[src/rtl/axi3_hp_burst_reader.sv]
// axi3_hp_burst_reader: AXI3 HP-port read master issuing fixed-length INCR bursts
// with up to MAX_OUTSTANDING bursts in flight and a combinational R pass-through.
module axi3_hp_burst_reader #(
    parameter int DATA_WIDTH      = 32,
    parameter int BURST_LEN       = 8,
    parameter int MAX_OUTSTANDING = 2,
    parameter int ADDR_WIDTH      = 32
) (
    input  logic                  CLK,
    input  logic                  RESET,
    input  logic [ADDR_WIDTH-1:0] DMA_RD_ADDR,
    input  logic                  DMA_START,
    output logic                  DMA_READY,
    output logic                  DMA_BUSY,
    output logic [DATA_WIDTH-1:0] DMA_RD_DATA,
    output logic                  DMA_RD_DATA_VALID,
    output logic                  DMA_RD_DATA_LAST,
    input  logic                  DMA_RD_DATA_READY,
    output logic                  DMA_ERROR,
    input  logic                  m00_axi_arready,
    output logic                  m00_axi_arvalid,
    output logic [ADDR_WIDTH-1:0] m00_axi_araddr,
    output logic [3:0]            m00_axi_arlen,
    output logic [2:0]            m00_axi_arsize,
    output logic [1:0]            m00_axi_arburst,
    input  logic                  m00_axi_rvalid,
    input  logic                  m00_axi_rlast,
    input  logic [1:0]            m00_axi_rresp,
    input  logic [DATA_WIDTH-1:0] m00_axi_rdata,
    output logic                  m00_axi_rready
);
    localparam int OW = $clog2(MAX_OUTSTANDING + 1);
    localparam int AL = $clog2(BURST_LEN * DATA_WIDTH / 8);
    localparam logic [ADDR_WIDTH-1:0] ADDR_MASK = {ADDR_WIDTH{1'b1}} << AL;
    localparam logic [OW-1:0] MAX_OUT = OW'(MAX_OUTSTANDING);
    localparam logic [3:0] LAST_BEAT = 4'(BURST_LEN - 1);

    typedef enum logic {IDLE, ADDR} state_t;

    state_t                state, state_next;
    logic [ADDR_WIDTH-1:0] araddr, araddr_next;
    logic [OW-1:0]         outstanding, outstanding_next;
    logic [3:0]            beat, beat_next;
    logic                  error, error_next;
    logic                  accept, ar_hs, r_hs, r_done, beat_bad;

    always_comb begin
        DMA_READY        = !RESET && state == IDLE && outstanding < MAX_OUT;
        accept           = DMA_READY && DMA_START;
        ar_hs            = state == ADDR && m00_axi_arready;
        state_next       = accept ? ADDR : ar_hs ? IDLE : state;
        araddr_next      = accept ? (DMA_RD_ADDR & ADDR_MASK) : araddr;
        r_hs             = m00_axi_rvalid && DMA_RD_DATA_READY;
        r_done           = r_hs && m00_axi_rlast;
        beat_bad         = m00_axi_rresp != 2'b00 || m00_axi_rlast != (beat == LAST_BEAT)
                           || outstanding == '0;
        error_next       = error || (r_hs && beat_bad);
        beat_next        = r_done ? 4'd0 : r_hs ? beat + 4'd1 : beat;
        // an unsolicited rlast must not wrap the counter below zero
        outstanding_next = outstanding + OW'(ar_hs) - OW'(r_done && outstanding != '0);
    end

    always_ff @(posedge CLK) begin
        if (RESET) begin
            state       <= IDLE;
            araddr      <= '0;
            outstanding <= '0;
            beat        <= '0;
            error       <= 1'b0;
        end else begin
            state       <= state_next;
            araddr      <= araddr_next;
            outstanding <= outstanding_next;
            beat        <= beat_next;
            error       <= error_next;
        end
    end

    assign m00_axi_arvalid   = state == ADDR;
    assign m00_axi_araddr    = araddr;
    assign m00_axi_arlen     = LAST_BEAT;
    assign m00_axi_arsize    = 3'($clog2(DATA_WIDTH / 8));
    assign m00_axi_arburst   = 2'b01;
    assign m00_axi_rready    = DMA_RD_DATA_READY;
    assign DMA_RD_DATA       = m00_axi_rdata;
    assign DMA_RD_DATA_VALID = m00_axi_rvalid;
    assign DMA_RD_DATA_LAST  = m00_axi_rlast;
    assign DMA_BUSY          = m00_axi_arvalid || outstanding != '0;
    assign DMA_ERROR         = error;
endmodule

[config.mk]
export PLATFORM = sky130hd
export DESIGN_NAME = axi3_hp_burst_reader
export DESIGN_NICKNAME = d
export VERILOG_FILES = /design/src/rtl/axi3_hp_burst_reader.sv
export SDC_FILE = /design/constraint.sdc
export NUM_CORES = 1
export LEC_CHECK = 0
export CAP_MARGIN = 25
export CORE_ASPECT_RATIO = 0.75
export CORE_MARGIN = 8
export CORE_UTILIZATION = 33
export CTS_CLUSTER_SIZE = 8
export DETAILED_ROUTE_END_ITERATION = 6
export PLACE_DENSITY = 0.81
export SETUP_SLACK_MARGIN = 0.4
export SLEW_MARGIN = 25
export SYNTH_ARGS = -nofsm -noshare
export SYNTH_HDL_FRONTEND = slang
export SYNTH_SLANG_ARGS = --single-unit
[constraint.sdc]
create_clock -name CLK -period 2 [get_ports CLK]
set_clock_uncertainty 0.05 [all_clocks]
set_input_delay 0.4 -clock CLK [delete_from_list [all_inputs] [get_ports CLK]]
set_output_delay 0.4 -clock CLK [all_outputs]
set_load 0.005 [all_outputs]
[After elaboration in Yosys (flattened, before gate mapping)]
Index checks and enable logic that the tools add are counted.
Storage, ports and cells
  input bits: 73
  register bits after elaboration: 35
  output and inout bits: 80
Operators by class
  reduce and logical (&&, ||, !) cells: 18
  muxes and demuxes: 2
  magnitude comparators: 1
  bitwise operators: 1
  equal/unequal tests: 2
  add/subtract/negate cells: 3
Operators by type and width (number)
  logical AND 1 bit: 8
  nonzero test 2 bit: 3
  adder 4 x 1 -> 4 bit, second input constant: 1
  == test 4 x 3 -> 1 bit, second input constant: 1
  logical OR 1 bit: 4
  adder 2 x 1 -> 2 bit: 1
  zero test 2 bit: 1
  < comparator 2 bit, second input constant: 1
  two-way mux 1 bit: 2
  OR reduction 2 bit: 1
  subtractor 2 x 1 -> 2 bit: 1
  zero test 1 bit: 1
  != test 1 bit: 1
  NOT 1 bit: 1

[Logic depth before layout (Yosys ltp)]
Gate-level depths: netlist of run 1.
  word-level depth: 6
  mapped depth: 8
  gate-level depth less buffers: 8

[Worst setup path after synthesis of run 1]
Ideal clock, no wire load.
  path type: in2reg
  from: input m00_axi_rlast
  to: register outstanding[1]
  data arrival time: 1.604 ns
  setup time: 0.136 ns
  path buffers: 1
  setup slack: 0.210 ns
  cell stages on the path: 8
  required time: 1.814 ns
  cells stage by stage: clkbuf_1 > nor3b_1 > ha_1 > inv_1 > ha_1 > xor2_1 > xnor2_1 > nor2_1
On the way
  longest elaborated chain between the ends: 3
Ends and longest elaborated chain
  start: declaration: line 27  | input logic m00_axi_rlast,
  logical AND 1 bit: line 54  | r_done = r_hs && m00_axi_rlast;
  logical AND 1 bit: line 60  | outstanding_next = outstanding + OW'(ar_hs) - OW'(r_done && outstanding != '0);
  subtractor 2 x 1 -> 2 bit: line 60
  end signal: assignment: line 73  | outstanding <= outstanding_next;
  end: declaration: line 42  | logic [OW-1:0] outstanding, outstanding_next;
Every way passes these cells.
A chain may end at the register's enable or synchronous reset.

[Worst setup path in the final report of run 1]
  from: register state (netlist: m00_axi_arvalid)
  to: output DMA_BUSY
On the way
  longest elaborated chain between the ends: 1
Ends and longest elaborated chain
  start: declaration: line 40  | state_t state, state_next;
  start signal: assignment: line 71  | state <= state_next;
  logical OR 1 bit: line 88  | assign DMA_BUSY = m00_axi_arvalid || outstanding != '0;
  end: declaration: line 14  | output logic DMA_BUSY,
Every way passes these cells.

==> results by group, run 1 <==
Run status
  • Outcome: completed

STA
  • Setup WS post-layout: a little over 0.4 ns
  • Final hold viol count: 0
  • Fin crit period: between 1.5 and 2 ns
  • Max Fclk: roughly 630 MHz
  • Total negative slack: 0 ns
  • WHS: slightly above 0.4 ns
  • Final setup viols: 0
  • RSZ-0062 raised after global routing: true
  • Max-slew violation count: 0
  • Final Cycle Share: 0.793

Cells and area
  • FF/Latch Area: between 700 and 800 um2
  • Fillers: 560
  • Final std cells w/o fill: 331
  • Finished Core Util: 0.436
  • Number of diodes: 0
  • Area of the multi-input gates: 791 um2
  • Final Cell Area: 2470 um2
  • Final #Nets: between 300 and 400
  • Area growth, synth to finish: 31.0%
  • Share of cells above drive strength 1: 0.269

Global route
  • Vias in the first global route: 1,524
  • Grt ovf: 0
  • Initial antenna violation count: 0
  • All-Layer GR Usage: 0.105
  • First-pass GRT wire length: ~6900 um
  • Largest net degree at the start of global routing: 37

Floorplanning
  • DIE WIDTH: around 100 um
  • Die footprint: 8430 um2
  • Starting density of the core: 0.333
  • Core area: ~5700 um2
  • Row cnt: 24
  • I/O pin cnt: 153
  • Height of the die: slightly above 80 um

Route
  • Vias/cell: between 4 and 5
  • WL per Instance: around 13 um
  • Top Layer Used: met4
  • Total number of vias: roughly 1,400
  • ANT nets after route: 0
  • Initial DRT Pass Iterations: 4
  • WL met2: between 2000 and 2500 um
  • Total detailed-routing wirelength: ~4500 um
  • Initial drt markers: 14
  • DRC: 0
  • Wire length on met3: 554 um
  • M1 wire length: ~1800 um

Synthesis
  • Post-synth top cells: buf_4, nand2_1, dfxtp_1
  • Sequential-to-total area share from yosys stat: 0.371
  • Yosys top cell area share: 0.371
  • Post-Syn Area: roughly 1900 um2
  • Synthesized flop and latch total: 35
  • Synth Instances: roughly 220
  • Synth area leader: dfxtp_1
  • Count leader, synth: buf_4
  • Netlist cell types: 30
  • Number of enable flip-flop cells after synthesis: 0
  • YS warnings: 0
  • Top_reg_cell synth: dfxtp_1
  • Synth area leaders: dfxtp_1, buf_4, a21oi_2, nand2_1, nand2_2
  • Average cell area after synthesis: a little under 9 um2
  • Async set-reset flop share out of synthesis: 0

Setup path
  • Crit Path Max Fanout: 5
  • CP required: 1.55 ns
  • Crit start category: register
  • Worst Path Class, Setup: register to output pin
  • Slowest cell on crit path: dfxtp_4
  • Element type at the critical path end: output pin
  • CP Cell Sequence: or3_1 -> clkbuf_2
  • CP peak stage delay: ~0.37 ns
  • Arr. time, crit path: roughly 1.1 ns

Worst hold path
  • Hold Path Class: register to register

Clocking
  • Total CTS buffers: 5
  • CTS tree: done
  • Clock Path Buffers: 2
  • CTS root buffer: clkbuf_8
  • Worst skew pair latency: around 0.28 ns
  • Cts hold-fix bufs: 0
  • Clock slew at reported path FFs: 0.07 ns
  • H-tree levels: 2
  • Clk sink count: 35

Pwr
  • Leak: about 1.2 nW
  • Max IR drop VDD: 258 uV
  • Power per standard cell area: 689 nW/um2
  • Power, Total: around 1.7 mW

Placed design
  • Post-place instance area: roughly 2300 um2
  • RD Place Congestion: around 0.68
  • Detailed Place HPWL: ~3100 um
  • Placed cell count: 321
  • IO Port Bufs: 69
  • Dpl ws: -0.142 ns

Flow run
  • Total of max-cap violations: 0
[critical path, delay by kind of cell (launching register included)]
kind / cells / cell delay [ns]
flops: 1 / 0.37
buf+inv: 1 / 0.12
simple gates: 1 / 0.37
[power breakdown]
group | internal (mW) | total, mW | switching, mW
sequential | 0.732 | 0.754 | 0.0218
combinational | 0.160 | 0.294 | 0.133
clock | 0.403 | 0.658 | 0.254
[timing repair]
item | in CTS | in global routing
buffers inserted | 1 | 0
endpoints found under the setup margin | 18 | 26
pin swaps | 4 | 0
resized for setup | 24 | 21
endpoints found under the hold margin | 0 | 0
cloned | 0 | 1
[per-layer routing]
metal,vias up,global-route usage
li1,698,-
met1,654,0.112
met2,58,0.163
met3,10,0.0660
met4,0,0.0446
met5,-,0
[placed cells by master (no fill, tap or decap), types with 2 or more instances in the layout]
cell	n
a21oi_2	20
conb_1	14
xnor2_1	2
nor2_1	5
o21ai_0	2
clkdlybuf4s50_1	34
dfxtp_4	2
nand2_2	22
nor3_1	2
dfxtp_2	2
dlymetal6s2s_1	15
dfxtp_1	31
clkbuf_8	6
nand2_1	37
buf_4	5
dlygate4sd2_1	17
a21oi_1	11
ha_1	2
[final timing paths]
kind	from	end	slack, ns	cells past startpoint
worst max register to register	outstanding[1]	outstanding[1]	0.43	8
worst min-delay path	m00_axi_araddr[5]	m00_axi_araddr[5]	0.40	2
worst min register to register	m00_axi_araddr[5]	m00_axi_araddr[5]	0.40	2
worst max-delay path	m00_axi_arvalid	DMA_BUSY	0.41	2
[layout make-up]
cell class	count	area share
tap	78	0.0394
inverter	1	0.00152
multi-input combinational	134	0.320
timing repair buffer	75	0.305
clock buffer	6	0.0334
clock inverter	2	0.0142
sequential	35	0.287
[kinds of logic (layout without fill, tap and decap cells)]
logic type,count (synthesis),in the layout,share of synthesized area
buffers and inverters,60,84,0.248
AND/OR/NAND/NOR,78,79,0.209
flip-flops,35,35,0.371
XOR/XNOR,3,3,0.0139
AO/OA/AOI/OAI,35,35,0.134
adder cells (fa/ha/maj),3,3,0.0199
other,2,14,0.00397
[sequential cells by signal, summed over array words and instances (netlist names)]
register         count
beat                 4
m00_axi_arvalid      1
m00_axi_araddr      27
outstanding          2
DMA_ERROR            1
Power figures use the tool's default switching activity.
==> run 2, diff against run 1 <==
==> constraint.sdc (replaced) <==
create_clock -name CLK -period 1.6 [get_ports CLK]
set_clock_uncertainty 0.05 [all_clocks]
set_input_delay 0.32 -clock CLK [delete_from_list [all_inputs] [get_ports CLK]]
set_output_delay 0.32 -clock CLK [all_outputs]
set_load 0.005 [all_outputs]
==> run 2 against run 1 <==
Net effect:
- worst hold slack got worse by 0.10 ns
- count of clock-buffer cells in the layout rose by 2
- combinational power rose by 110%
- via count rose by 13%
- critical path depth rose by 6
- sequential power rose by 27%
- final cell count rose by 11%
- register-to-register slack got worse by 0.41 ns
- core utilization rose by 11 points
- highest routed layer unchanged
==> results by group, run 2 (same netlist as run 1, synthesis figures left out) <==
Floorplanning
  • I/O pin cnt: 153 (unchanged)
  • Height of the die: 81.5 um (unchanged)
  • Row cnt: 24 (unchanged)
  • DIE WIDTH: 103 um (unchanged)
  • Die footprint: 8430 um2 (unchanged)
  • Core area: 5680 um2 (unchanged)
  • Starting density of the core: 0.333 (unchanged)

Global route
  • All-Layer GR Usage: 0.125 (was 0.105)
  • Vias in the first global route: 1,698 (was 1,524)
  • Grt ovf: 0 (unchanged)
  • Largest net degree at the start of global routing: 37 (unchanged)
  • Initial antenna violation count: 0 (unchanged)
  • First-pass GRT wire length: 8260 um (was 6900 um)

Pwr
  • Leak: 1.42 nW (was 1.20 nW)
  • Seq pwr share: 0.422 (was 0.442)
  • Comb pwr share: 0.267 (was 0.172)
  • Switch share: 0.265 (was 0.240)
  • Clock Power Share: 0.311 (was 0.386)
  • Max IR drop VDD: 361 uV (was 258 uV)
  • Power Internal: 1.66 mW (was 1.30 mW)
  • Switching power: 0.600 mW (was 0.409 mW)
  • Power per standard cell area: 728 nW/um2 (was 689 nW/um2)

Route
  • Total number of vias: 1,607 (was 1,420)
  • DRC: 0 (unchanged)
  • Total detailed-routing wirelength: 5240 um (was 4470 um)
  • ANT nets after route: 0 (unchanged)
  • Initial drt markers: 24 (was 14)
  • WL per Instance: 14.3 um (was 13.5 um)
  • Initial DRT Pass Iterations: 4 (unchanged)
  • Vias/cell: 4.38 (was 4.29)

Worst hold path
  • WHS Endpoint: m00_axi_arvalid (was m00_axi_araddr[5])
  • Worst hold path depth: 4 (was 2)
  • HP Start: m00_axi_arready (was m00_axi_araddr[5])
  • Hold Path Class: input pin to register (was register to register)

Cells and area
  • Largest register FFs: 27 (unchanged)
  • Fillers: 517 (was 560)
  • Number of diodes: 0 (unchanged)
  • Commonest non-fill, non-tap cell in the layout: nand2_4 (was nand2_1)
  • Final std cells w/o fill: 367 (was 331)
  • Commonest cells after routing, fill and taps aside: nand2_4, dfxtp_2, clkdlybuf4s50_1 (was nand2_1, clkdlybuf4s50_1, dfxtp_1)
  • Finished Core Util: 0.547 (was 0.436)
  • Share of cells above drive strength 1: 0.675 (was 0.269)
  • Area growth, synth to finish: 64.2% (was 31.0%)
  • Final #Nets: 364 (was 328)

Setup path
  • Crit start category: register (unchanged)
  • Worst Path Class, Setup: register to register (was register to output pin)
  • Arr. time, crit path: 1.68 ns (was 1.14 ns)
  • Element type at the critical path end: register (was output pin)
  • Worst reg-to-reg setup slack: 0.02 ns (was 0.43 ns)
  • Critical R2R Capture: outstanding[1] (unchanged)
  • Reg2reg start: outstanding[0] (was outstanding[1])
  • Cell depth of the worst flop-to-flop path: 8 (unchanged)
  • Crit Path Max Fanout: 3 (was 5)
  • CP required: 1.70 ns (was 1.55 ns)

Clocking
  • Cts hold-fix bufs: 0 (unchanged)
  • CTS tree: done (unchanged)
  • Clock Path Buffers: 2 (unchanged)
  • Clk sink count: 35 (unchanged)
  • H-tree levels: 2 (unchanged)
  • Worst skew pair latency: 0.27 ns (was 0.28 ns)
  • Clock slew at reported path FFs: 0.07 ns (about the same)
  • CTS root buffer: clkbuf_8 (unchanged)
  • Total CTS buffers: 5 (unchanged)

STA
  • Fin crit period: 1.58 ns
  • Final hold viol count: 0 (unchanged)
  • RSZ-0062 raised after global routing: true (unchanged)
  • Max-slew violation count: 0 (unchanged)
  • WHS: 0.305 ns (was 0.405 ns)
  • Final Cycle Share: 0.991
  • Slew @ Worst Pin: around 0.53 ns
  • Worst rel slew slack: 0.645
  • Max Fclk: 631 MHz
  • Final setup viols: 0 (unchanged)

Flow run
  • Total of max-cap violations: 0 (unchanged)

Placed design
  • Placed cell count: 327 (was 321)
  • Detailed Place HPWL: 3280 um (was 3120 um)
  • IO Port Bufs: 69 (unchanged)
  • RD Place Congestion: 0.749 (was 0.679)

Run status
  • Outcome: completed (unchanged)
run 2: cell count changes in the layout (fill, tap and decap cells not counted), moves of 5 or more:
cell	delta
buf_6	+8
dfxtp_2	+29
clkbuf_2	+10
dfxtp_1	-29
nand2_2	-9
nand2_4	+32
dlymetal6s2s_1	-14
buf_4	+19
nand2_1	-24
dlygate4sd2_1	-17
buf_16	+5
buf_2	+18
buf_12	+6
run 2: timing repair:
action                                  in CTS  in global routing
pin swaps                                   23                  5
endpoints found under the setup margin      66                 62
resized for setup                          183                 45
gates cloned                                 5                  0
setup buffers                               13                 14
run 2: cell type report:
type | instances | area [um2] | area share
tap | 78 | 97.6 | 0.0315
sequential | 35 | 747 | 0.241
clock buffer | 8 | 100 | 0.0323
inverter | 1 | 3.75 | 0.00121
timing repair buffer | 112 | 1090 | 0.351
multi-input combinational | 133 | 1060 | 0.343
run 2: worst max-delay path by stage:
stage                         startpoint              to  slack (ns)
after floorplan            m00_axi_rlast  outstanding[1]        0.02
after global placement    m00_axi_rvalid  outstanding[1]       -0.46
after detailed placement  m00_axi_rvalid  outstanding[1]       -0.51
after CTS                 outstanding[1]        DMA_BUSY        0.01
after global routing      outstanding[0]  outstanding[1]       -0.07
final                     outstanding[0]  outstanding[1]        0.02
run 2: power groups by stage:
stage / registers (mW) / logic, mW / clock network (mW)
after floorplan: 0.964 / 0.291 / 0
after global placement: 0.959 / 0.439 / 0
after detailed placement: 0.961 / 0.444 / 0
after CTS: 0.955 / 0.576 / 0.735
after global routing: 0.958 / 0.653 / 0.773
final: 0.954 / 0.604 / 0.703
run 2: worst max-delay path, cell delays in order, from the launching register on:
cell and delay [ns]:
dfxtp_2 0.34, nor2_4 0.13, nor3b_4 0.06, ha_1 0.28, inv_2 0.04, ha_4 0.15, xor2_2 0.17, xnor2_1 0.18
nor2_1 0.05
run 2: routing by layer:
layer  part of all wire  track usage
met4             0.0053       0.0317
met2               0.48        0.204
met1               0.42        0.147
met5                  0            0
met3              0.094       0.0567
run 2: through the flow:
stage | setup slack (ns) | TNS (ns) | instance area, um2 | power [mW]
floorplan | 0.0236 | 0 | 2060 | 1.25
global placement | -0.460 | -1.34 | 2490 | 1.40
detailed placement | -0.512 | -1.52 | 2490 | 1.41
CTS | 0.0132 | 0 | 3070 | 2.27
global route | -0.0679 | -0.292 | 3100 | 2.38
finish | 0.0151 | 0 | 3100 | 2.26
==> run 3, diff against run 2 <==
--- a/config.mk
+++ b/config.mk
@@ -9,7 +9,6 @@
 export CORE_ASPECT_RATIO = 0.75
 export CORE_MARGIN = 8
 export CORE_UTILIZATION = 33
-export CTS_CLUSTER_SIZE = 8
 export DETAILED_ROUTE_END_ITERATION = 6
 export PLACE_DENSITY = 0.81
 export SETUP_SLACK_MARGIN = 0.4
==> results of run 3 <==
Same layout as run 2: the final DEF is identical, and so are final timing and power.
